**config.mk**
```make
export PLATFORM = sky130hd
export DESIGN_NAME = udt_cfg_master
export DESIGN_NICKNAME = d
export VERILOG_FILES = /design/src/rtl/udt_cfg_master.sv
export SDC_FILE = /design/constraint.sdc
export NUM_CORES = 1
export LEC_CHECK = 0
export CAP_MARGIN = 20
export CORE_MARGIN = 10
export CORE_UTILIZATION = 41
export DETAILED_ROUTE_END_ITERATION = 7
export PLACE_DENSITY = 0.93
export SLEW_MARGIN = 20
export SYNTH_ARGS = -nofsm -noshare
export SYNTH_HDL_FRONTEND = slang
export SYNTH_SLANG_ARGS = --single-unit
```
**constraint.sdc**
```tcl
create_clock -name ctrl_m_axi_aclk -period 3.17 [get_ports ctrl_m_axi_aclk]
set_clock_uncertainty 0.1 [all_clocks]
set_input_delay 0.317 -clock ctrl_m_axi_aclk [delete_from_list [all_inputs] [get_ports ctrl_m_axi_aclk]]
set_output_delay 0.317 -clock ctrl_m_axi_aclk [all_outputs]
set_load 0.02 [all_outputs]
```
**src/rtl/udt_cfg_master.sv**
```systemverilog
// udt_cfg_master: single-outstanding AXI-Lite master for UDT config registers.
// Define UDT_CFG_TIMEOUT_EN to enable the bus-hang watchdog.
module udt_cfg_master #(
  parameter int TIMEOUT_CYCLES = 1024
) (
  input  logic        ctrl_m_axi_aclk,
  input  logic        ctrl_m_axi_aresetn,
  input  logic        cmd_valid,
  output logic        cmd_ready,
  input  logic        cmd_write,
  input  logic [31:0] cmd_addr,
  input  logic [31:0] cmd_wdata,
  input  logic [3:0]  cmd_wstrb,
  output logic        rsp_valid,
  input  logic        rsp_ready,
  output logic [31:0] rsp_rdata,
  output logic [1:0]  rsp_resp,
  output logic        rsp_timeout,
  output logic        bus_err,
  output logic [31:0] ctrl_m_axi_awaddr,
  output logic        ctrl_m_axi_awvalid,
  input  logic        ctrl_m_axi_awready,
  output logic [31:0] ctrl_m_axi_wdata,
  output logic [3:0]  ctrl_m_axi_wstrb,
  output logic        ctrl_m_axi_wvalid,
  input  logic        ctrl_m_axi_wready,
  input  logic [1:0]  ctrl_m_axi_bresp,
  input  logic        ctrl_m_axi_bvalid,
  output logic        ctrl_m_axi_bready,
  output logic [31:0] ctrl_m_axi_araddr,
  output logic        ctrl_m_axi_arvalid,
  input  logic        ctrl_m_axi_arready,
  input  logic [31:0] ctrl_m_axi_rdata,
  input  logic [1:0]  ctrl_m_axi_rresp,
  input  logic        ctrl_m_axi_rvalid,
  output logic        ctrl_m_axi_rready
);

  typedef enum logic [2:0] {
    IDLE, WR_REQ, WR_RESP, RD_REQ, RD_RESP, RSP, ERR
  } state_t;

  state_t      state, state_nx;
  logic [31:0] addr_q, wdata_q;
  logic [3:0]  wstrb_q;
  logic        aw_done, w_done;
  logic        cmd_hs, abort;

  wire clk   = ctrl_m_axi_aclk;
  wire rst_n = ctrl_m_axi_aresetn;

  assign cmd_hs            = (state == IDLE) && cmd_valid;
  assign ctrl_m_axi_awaddr = addr_q;
  assign ctrl_m_axi_araddr = addr_q;
  assign ctrl_m_axi_wdata  = wdata_q;
  assign ctrl_m_axi_wstrb  = wstrb_q;

`ifdef UDT_CFG_TIMEOUT_EN
  localparam logic [15:0] TO_LAST = 16'(TIMEOUT_CYCLES - 1);

  logic [15:0] cnt;
  logic        busy, done_now, tmo_q, err_q;

  assign busy     = (state == WR_REQ) || (state == WR_RESP) ||
                    (state == RD_REQ) || (state == RD_RESP);
  assign done_now = ((state == WR_RESP) && ctrl_m_axi_bvalid) ||
                    ((state == RD_RESP) && ctrl_m_axi_rvalid);
  assign abort    = busy && (cnt == TO_LAST) && !done_now;

  always_ff @(posedge clk or negedge rst_n) begin
    if (!rst_n) begin
      cnt   <= '0;
      tmo_q <= 1'b0;
      err_q <= 1'b0;
    end else begin
      if (cmd_hs)
        cnt <= '0;
      else if (busy)
        cnt <= cnt + 16'd1;
      if (abort) begin
        tmo_q <= 1'b1;
        err_q <= 1'b1;
      end
    end
  end

  assign rsp_timeout = tmo_q;
  assign bus_err     = err_q;
`else
  assign abort       = 1'b0;
  assign rsp_timeout = 1'b0;
  assign bus_err     = 1'b0;
`endif

  always_ff @(posedge clk or negedge rst_n) begin
    if (!rst_n) state <= IDLE;
    else        state <= state_nx;
  end

  always_comb begin
    state_nx           = state;
    cmd_ready          = 1'b0;
    rsp_valid          = 1'b0;
    ctrl_m_axi_awvalid = 1'b0;
    ctrl_m_axi_wvalid  = 1'b0;
    ctrl_m_axi_bready  = 1'b0;
    ctrl_m_axi_arvalid = 1'b0;
    ctrl_m_axi_rready  = 1'b0;
    unique case (state)
      IDLE: begin
        cmd_ready = 1'b1;
        if (cmd_valid)
          state_nx = cmd_write ? WR_REQ : RD_REQ;
      end
      WR_REQ: begin
        ctrl_m_axi_awvalid = !aw_done;
        ctrl_m_axi_wvalid  = !w_done;
        if ((aw_done || ctrl_m_axi_awready) &&
            (w_done || ctrl_m_axi_wready))
          state_nx = WR_RESP;
      end
      WR_RESP: begin
        ctrl_m_axi_bready = 1'b1;
        if (ctrl_m_axi_bvalid) state_nx = RSP;
      end
      RD_REQ: begin
        ctrl_m_axi_arvalid = 1'b1;
        if (ctrl_m_axi_arready) state_nx = RD_RESP;
      end
      RD_RESP: begin
        ctrl_m_axi_rready = 1'b1;
        if (ctrl_m_axi_rvalid) state_nx = RSP;
      end
      RSP: begin
        rsp_valid = 1'b1;
        if (rsp_ready)
          state_nx = rsp_timeout ? ERR : IDLE;
      end
      ERR: state_nx = ERR;
      default: state_nx = IDLE;
    endcase
    // watchdog abort overrides whatever the bus was doing
    if (abort) state_nx = RSP;
  end

  always_ff @(posedge clk or negedge rst_n) begin
    if (!rst_n) begin
      addr_q    <= '0;
      wdata_q   <= '0;
      wstrb_q   <= '0;
      aw_done   <= 1'b0;
      w_done    <= 1'b0;
      rsp_rdata <= '0;
      rsp_resp  <= '0;
    end else begin
      if (cmd_hs) begin
        addr_q  <= {cmd_addr[31:2], 2'b00};
        wdata_q <= cmd_wdata;
        wstrb_q <= cmd_wstrb;
        aw_done <= 1'b0;
        w_done  <= 1'b0;
      end
      if (state == WR_REQ) begin
        if (ctrl_m_axi_awready) aw_done <= 1'b1;
        if (ctrl_m_axi_wready)  w_done  <= 1'b1;
      end
      if (abort) begin
        rsp_rdata <= '0;
        rsp_resp  <= 2'b10;
      end else if ((state == WR_RESP) && ctrl_m_axi_bvalid) begin
        rsp_rdata <= '0;
        rsp_resp  <= ctrl_m_axi_bresp;
      end else if ((state == RD_RESP) && ctrl_m_axi_rvalid) begin
        rsp_rdata <= ctrl_m_axi_rdata;
        rsp_resp  <= ctrl_m_axi_rresp;
      end
    end
  end

endmodule

```
==> results of run 1 <==
## path summary, 6_finish.rpt
check,cells past startpoint,to
worst max-delay path,3,ctrl_m_axi_awvalid
worst min-delay path,3,ctrl_m_axi_wdata[14]$_DFFE_PN0P_
max in group asynchronous,3,rsp_rdata[27]$_DFFE_PN0P_
worst max register to register,3,w_done$_DFF_PN0_
worst min register to register,2,ctrl_m_axi_wdata[25]$_DFFE_PN0P_
min in group asynchronous,2,rsp_rdata[3]$_DFFE_PN0P_
## tightest hold or removal path: cells and delay by family
family	cells	cell delay [ns]
buf+inv	1	0.39
simple gates	2	0.09
## per-layer routing
layer / GRT usage, % / part of all wire [%]
met4: 6.627 / 1.5
met2: 34.76 / 55
met1: 19.84 / 35
met3: 6.290 / 8.0
met5: 0 / 0
## cells by family (layout without fill, tap and decap cells)
kind of cell,count (synthesis),in the layout
other,1,6
AND/OR/NAND/NOR,218,218
buffers and inverters,62,271
flip-flops,105,105
multiplexers,2,2
AO/OA/AOI/OAI,46,46
## cell usage after synthesis (all sizes together)
library cell	number	area, sq um
a211o	1	8.760
a21o	3	22.52
a21oi	1	5.000
a22o	36	315.3
and3	1	6.260
and4bb	2	25.02
buf	51	351.6
clkbuf	10	37.54
conb	1	3.750
dfrtp	105	2628
inv	1	3.750
mux2	1	11.26
mux2i	1	10.01
nand2	198	743.2
nand2b	2	12.51
nor2	6	25.03
nor2b	1	6.260
nor3	2	10.01
nor3b	3	22.52
nor4b	1	8.760
o211ai	1	7.510
o21ai	1	5.000
o22ai	3	18.77
or3b	1	8.760
or4b	1	10.01
## state kept, by name (all words and copies together) (netlist names)
register,count
ctrl_m_axi_wdata,32
state,3
rsp_rdata,32
w_done,1
rsp_resp,2
ctrl_m_axi_wstrb,4
ctrl_m_axi_araddr,30
aw_done,1
## power groups by stage
stage	registers [mW]	logic (mW)	clock network [mW]
2_1_floorplan	3.00	1.50	0
3_3_place_gp	2.34	3.87	0
3_5_place_dp	2.40	3.97	0
4_1_cts	2.38	3.99	0.856
5_1_grt	2.45	4.18	0.925
6_report	2.38	3.93	0.841
## cell usage in the layout, fill, tap and decap left out, types with 2 or more instances in the layout
| cell | count |
|---|---|
| buf_4 | 6 |
| o22ai_1 | 3 |
| clkinv_2 | 2 |
| dfrtp_1 | 105 |
| nor3b_1 | 3 |
| a22o_1 | 36 |
| nand2b_1 | 2 |
| a21o_1 | 3 |
| clkbuf_8 | 10 |
| nand2_1 | 198 |
| clkdlybuf4s50_1 | 247 |
| conb_1 | 6 |
| nor3_1 | 2 |
| and4bb_2 | 2 |
| nor2_1 | 5 |
## final cells by class
class | count | area (sq um)
clock inverter | 5 | 56.30
timing repair buffer | 255 | 2547
inverter | 1 | 3.754
fill | 792 | 3418
sequential | 105 | 2628
clock buffer | 10 | 137.6
tap | 136 | 170.2
multi-input combinational | 272 | 1316
## through the flow
step	total power, mW	setup slack, ns	hold slack (ns)	cell area (sq um)	util (%)
global route	7.548	0.4120	0.3538	6859	66.74
global placement	6.213	0.7267	0.2532	6650	64.71
detailed placement	6.371	0.6815	0.2657	6655	64.76
finish	7.150	0.5291	0.3677	6859	66.74
CTS	7.224	0.4926	0.3527	6859	66.74
floorplan	4.496	1.426	-0.07859	4325	-
==> results.toml, run 1 <==
[pwr]
power_density_nw_per_um2 = 1042
seqPwrFrac_pct = 33.3
clkPwrFrac_pct = 11.8
p_sw_share_pct = 41.57
p_comb_share_pct = 55.0
switching_power_mw = 2.972
power.internal_mw = 4.178
ir_drop_mv = 0.5253
p_leak_nw = 3.240

[timing]
setup_tns_ns = 0
slew_headroom_pct = 46.49
fin_crit_sh_pct = 83.31
rsz0062_at_grt = "no"
fin_crit_ns = 2.641
maxSlewViolCount = 0
hold_violations = 0
tightestPinTransition_ns = 0.8007
fmax_mhz = 378.7
setup_viol = 0

[critical_path]
crit_type = "register to output pin"
cp-end-kind = "output pin"
crit_fanout = 14
crit_path_start_kind = "register"
crit_slowest_cell = "clkdlybuf4s50_1"
max_stage_delay_ns = 0.63
cp_cell_sequence = "or3b_2, nor2_1, clkdlybuf4s50_1"
cp.arrival_ns = 2.22
crit_buf_inv = 1
r2r_start = "state[0]$_DFFE_PN0P_"
required_ns = 2.75
path_delay_family = "simple AND/OR/NAND/NOR gates"
reg2reg_slack_ns = 0.88
startpoint = "state[0]$_DFFE_PN0P_"

[route]
drt-initial-drc-count = 205
detailedRoute.firstPassIterationCount = 4
routed_wl_mm = 14.98
vias = 3819
wl_per_cell_um = 19.10
drc = 0
ant_nets = 0
avgViaCountPerCell = 4.871

[outcome]
outcome = "finished clean"

[cts]
h-tree-depth = 3
clkLatencyLatePin_ns = 0.36
postCtsResizedCells = 0
cts_setup_buffers = 0
cts_buffers = 9
tritoncts = "done"
clkTransAtPathRegs_ns = 0.10
cts_sinks = 105
root_buffer = "clkbuf_8"
cts_buffer_depth = 2
hold_buffers = 1

[synth]
synth-xor-area-share_pct = 0
yosysWarnings = 0
syn_area_sq_um = 4307
synth.distinct_cells = 29
yosysSeqAreaShare_pct = 61.01
synth_compound_area_share_pct = 8.890
syn_area_per_cell_sq_um = 9.923
synth_cells = 434
synth_seq_cells = 105
synth_top_family_by_area = "simple AND/OR/NAND/NOR gates"
yosys.area_share.adder_pct = 0
synth_mux_area_share_pct = 0.4939
synth-simple-area-share_pct = 20.40

[cells_and_area]
post_route_cells_drive_above_1_share_pct = 4.475
num-nets-final = 758
final_cells = 784
antennaDiodeCount = 0
syn2layout_area_growth_pct = 59.27

[floorplan]
fp.dieH_um = 122.5
core_area_sq_um = 10280
design.die.area_sq_um = 15000
start_util_pct = 41.90
ioPinCount = 257
dieWidth_um = 122.5
rows = 37

[placed_design]
place_inst = 768
gp_congestion = 0.7895
dp_hpwl_mm = 11.72
port_buffers = 248

[global_route]
grt_pass1_vias = 3917
antenna_found_initial = 0
grt_start_max_net_pins = 58
grt-ovfl-total = 0
grt_pass1_wl_mm = 21.94
grt_use_total_pct = 18.95

[worst_hold_path]
min_path_type = "primary input to register"
hold_start = "cmd_wdata[14]"

[flow_run]
maxCapViolCount = 0
Note: power is estimated with default switching activity, not from simulation.
==> run 2: changes to the inputs <==
Settings changed: CORE_UTILIZATION 41 to 34, PLACE_DENSITY 0.93 to 0.83.
Clock period 3.17 ns to 2.2 ns, I/O delays scaled along.
==> run 2 against run 1 <==
Effect of this change:
- clock power is 100% higher
- critical path depth rose by 2
- non-clock buffer count grew 4
- first-iteration DRC count down 15%
- via count decreased by 0.63%
- hold slack worse by 0.20 ns
- setup slack worse by 0.35 ns
- clock-buffer cell count unchanged
- critical path type is now register to register
- highest routed layer unchanged
==> results.toml, run 2 (synthesis gave the netlist of run 1 again) <==
[cells_and_area]
post_route_cells_drive_above_1_share_pct = 5.368
mostFrequentLayoutCells = "240 x clkdlybuf4s50_1, 198 x nand2_1, 105 x dfrtp_1"
multi_input_area_sq_um = 1316
syn2layout_area_growth_pct = 64.24
register_area_sq_um = 2628
antennaDiodeCount = 0
layout_commonest_cell = "clkdlybuf4s50_1"
num-nets-final = 762
fillers = 1095

[global_route]
grt_pass1_wl_mm = 22.71
antenna_found_initial = 0
grt-ovfl-total = 0
grt_use_total_pct = 16.08
grt_start_max_net_pins = 61
grt_pass1_vias = 4072

[pwr]
ir_drop_mv = 0.6164
power.internal_mw = 6.525
power_density_nw_per_um2 = 1530
p_comb_share_pct = 52.9
p_sw_share_pct = 39.73
p_total_mw = 10.83
seqPwrFrac_pct = 31.3
clkPwrFrac_pct = 15.8
switching_power_mw = 4.300
p_leak_nw = 3.385

[timing]
maxSlewViolCount = 0
fin_crit_sh_pct = 91.69
fin_crit_ns = 2.017
rsz0062_at_grt = "no"
slew_headroom_pct = 49.82
fmax_mhz = 495.7
hold_violations = 0
hold_slack_ns = 0.1667
setup_viol = 0
tightestPinTransition_ns = 0.7509

[route]
avgViaCountPerCell = 4.606
vias = 3795
routed_wl_mm = 14.58
detailedRoute.firstPassIterationCount = 4
wl_per_cell_um = 17.70
drt-initial-drc-count = 174
ant_nets = 0
drc = 0

[cts]
root_buffer = "clkbuf_16"
tritoncts = "done"
cts_buffers = 9
clkLatencyLatePin_ns = 0.34
cts_sinks = 105
h-tree-depth = 3
cts_setup_buffers = 0
clkTransAtPathRegs_ns = 0.07
cts_buffer_depth = 2

[placed_design]
gp_congestion = 0.7794
port_buffers = 248
dp_hpwl_mm = 11.43

[critical_path]
cp_cell_sequence = "buf_4, or4b_2, buf_4, nand2_1, nand2_1"
crit_type = "register to register"
cp-end-kind = "register"
required_ns = 2.33
max_stage_delay_ns = 0.65
crit_slowest_cell = "or4b_2"
crit_path_start_kind = "register"
cp.arrival_ns = 2.15
startpoint = "state[2]$_DFFE_PN0P_"
crit_fanout = 44
r2r_start = "state[2]$_DFFE_PN0P_"

[floorplan]
rows = 41
ioPinCount = 257
dieWidth_um = 132.5
start_util_pct = 34.41
design.die.area_sq_um = 17570
core_area_sq_um = 12520
fp.dieH_um = 132.5

[flow_run]
maxCapViolCount = 0

[worst_hold_path]
min_path_type = "primary input to asynchronous set/reset pin"

[outcome]
outcome = "finished clean"
-- run 2: cell types whose count changed in the layout (fill, tap and decap cells not counted), sizes merged, moves of 2 or more --
cell           delta
clkinv            -2
dlymetal6s2s      +4
buf               +5
clkdlybuf4s50     -7
-- run 2: what timing repair did --
item	CTS	global route
gates resized for setup	2	6
hold buffers	1	0
endpoints found under the hold margin	66	0
gates cloned	0	0
setup endpoints to repair	2	5
-- run 2: worst paths after layout --
kind | to | slack, ns | depth (start not counted)
max in group asynchronous | ctrl_m_axi_wdata[31]$_DFFE_PN0P_ | 1.10 | 3
min reg2reg | ctrl_m_axi_wdata[18]$_DFFE_PN0P_ | 0.38 | 2
max reg2reg | ctrl_m_axi_araddr[4]$_DFFE_PN0P_ | 0.18 | 5
min | rsp_rdata[29]$_DFFE_PN0P_ | 0.17 | 2
max | ctrl_m_axi_araddr[4]$_DFFE_PN0P_ | 0.18 | 5
min in group ctrl_m_axi_aclk | ctrl_m_axi_wdata[20]$_DFFE_PN0P_ | 0.30 | 3
-- run 2: critical path, delay by kind of cell, from the launching register on --
kind | cells | cell delay (ns)
buffers and inverters | 2 | 0.48
DFF | 1 | 0.41
and+or+nand+nor | 3 | 0.87
-- run 2: metal layers --
layer  routed length (um)  part of all wire [%]  GRT usage [%]
met1                 5947                    41          18.07
met5                    0                     0              0
met3                 1116                   7.7          5.829
met2                 7260                    50          27.45
met4                  259                   1.8          5.746
-- run 2: power by group through the flow --
stage                     Sequential, mW  Combinational (mW)  Clock (mW)
final                               3.39                5.73        1.71
after global routing                3.49                6.11        1.83
after CTS                           3.39                5.83        1.76
after detailed placement            3.40                5.82           0
after global placement              3.34                5.68           0
after floorplan                     4.32                2.16           0
-- run 2: layout make-up --
cell class              count  share of cell area [%]
well taps                 172                   3.043
repair buffers            259                   36.64
clock inverters             5                   1.132
flip-flops and latches    105                   37.15
multi-input cells         272                   18.61
inverters                   1                 0.05307
clock buffers              10                   3.379
-- run 2: through the flow --
| step | TNS, ns | std cells | instance area [sq um] | util [%] | setup WS (ns) |
|---|---|---|---|---|---|
| after floorplan | 0 | 439 | 4325 | - | 0.5533 |
| after global placement | -2.705 | 808 | 6735 | 53.81 | -0.08630 |
| after detailed placement | 0 | 808 | 6740 | 53.85 | 0.1048 |
| after CTS | 0 | 824 | 7067 | 56.46 | 0.02005 |
| after global routing | 0 | 824 | 7073 | 56.51 | 0.1321 |
| final | 0 | 824 | 7073 | 56.51 | 0.1828 |
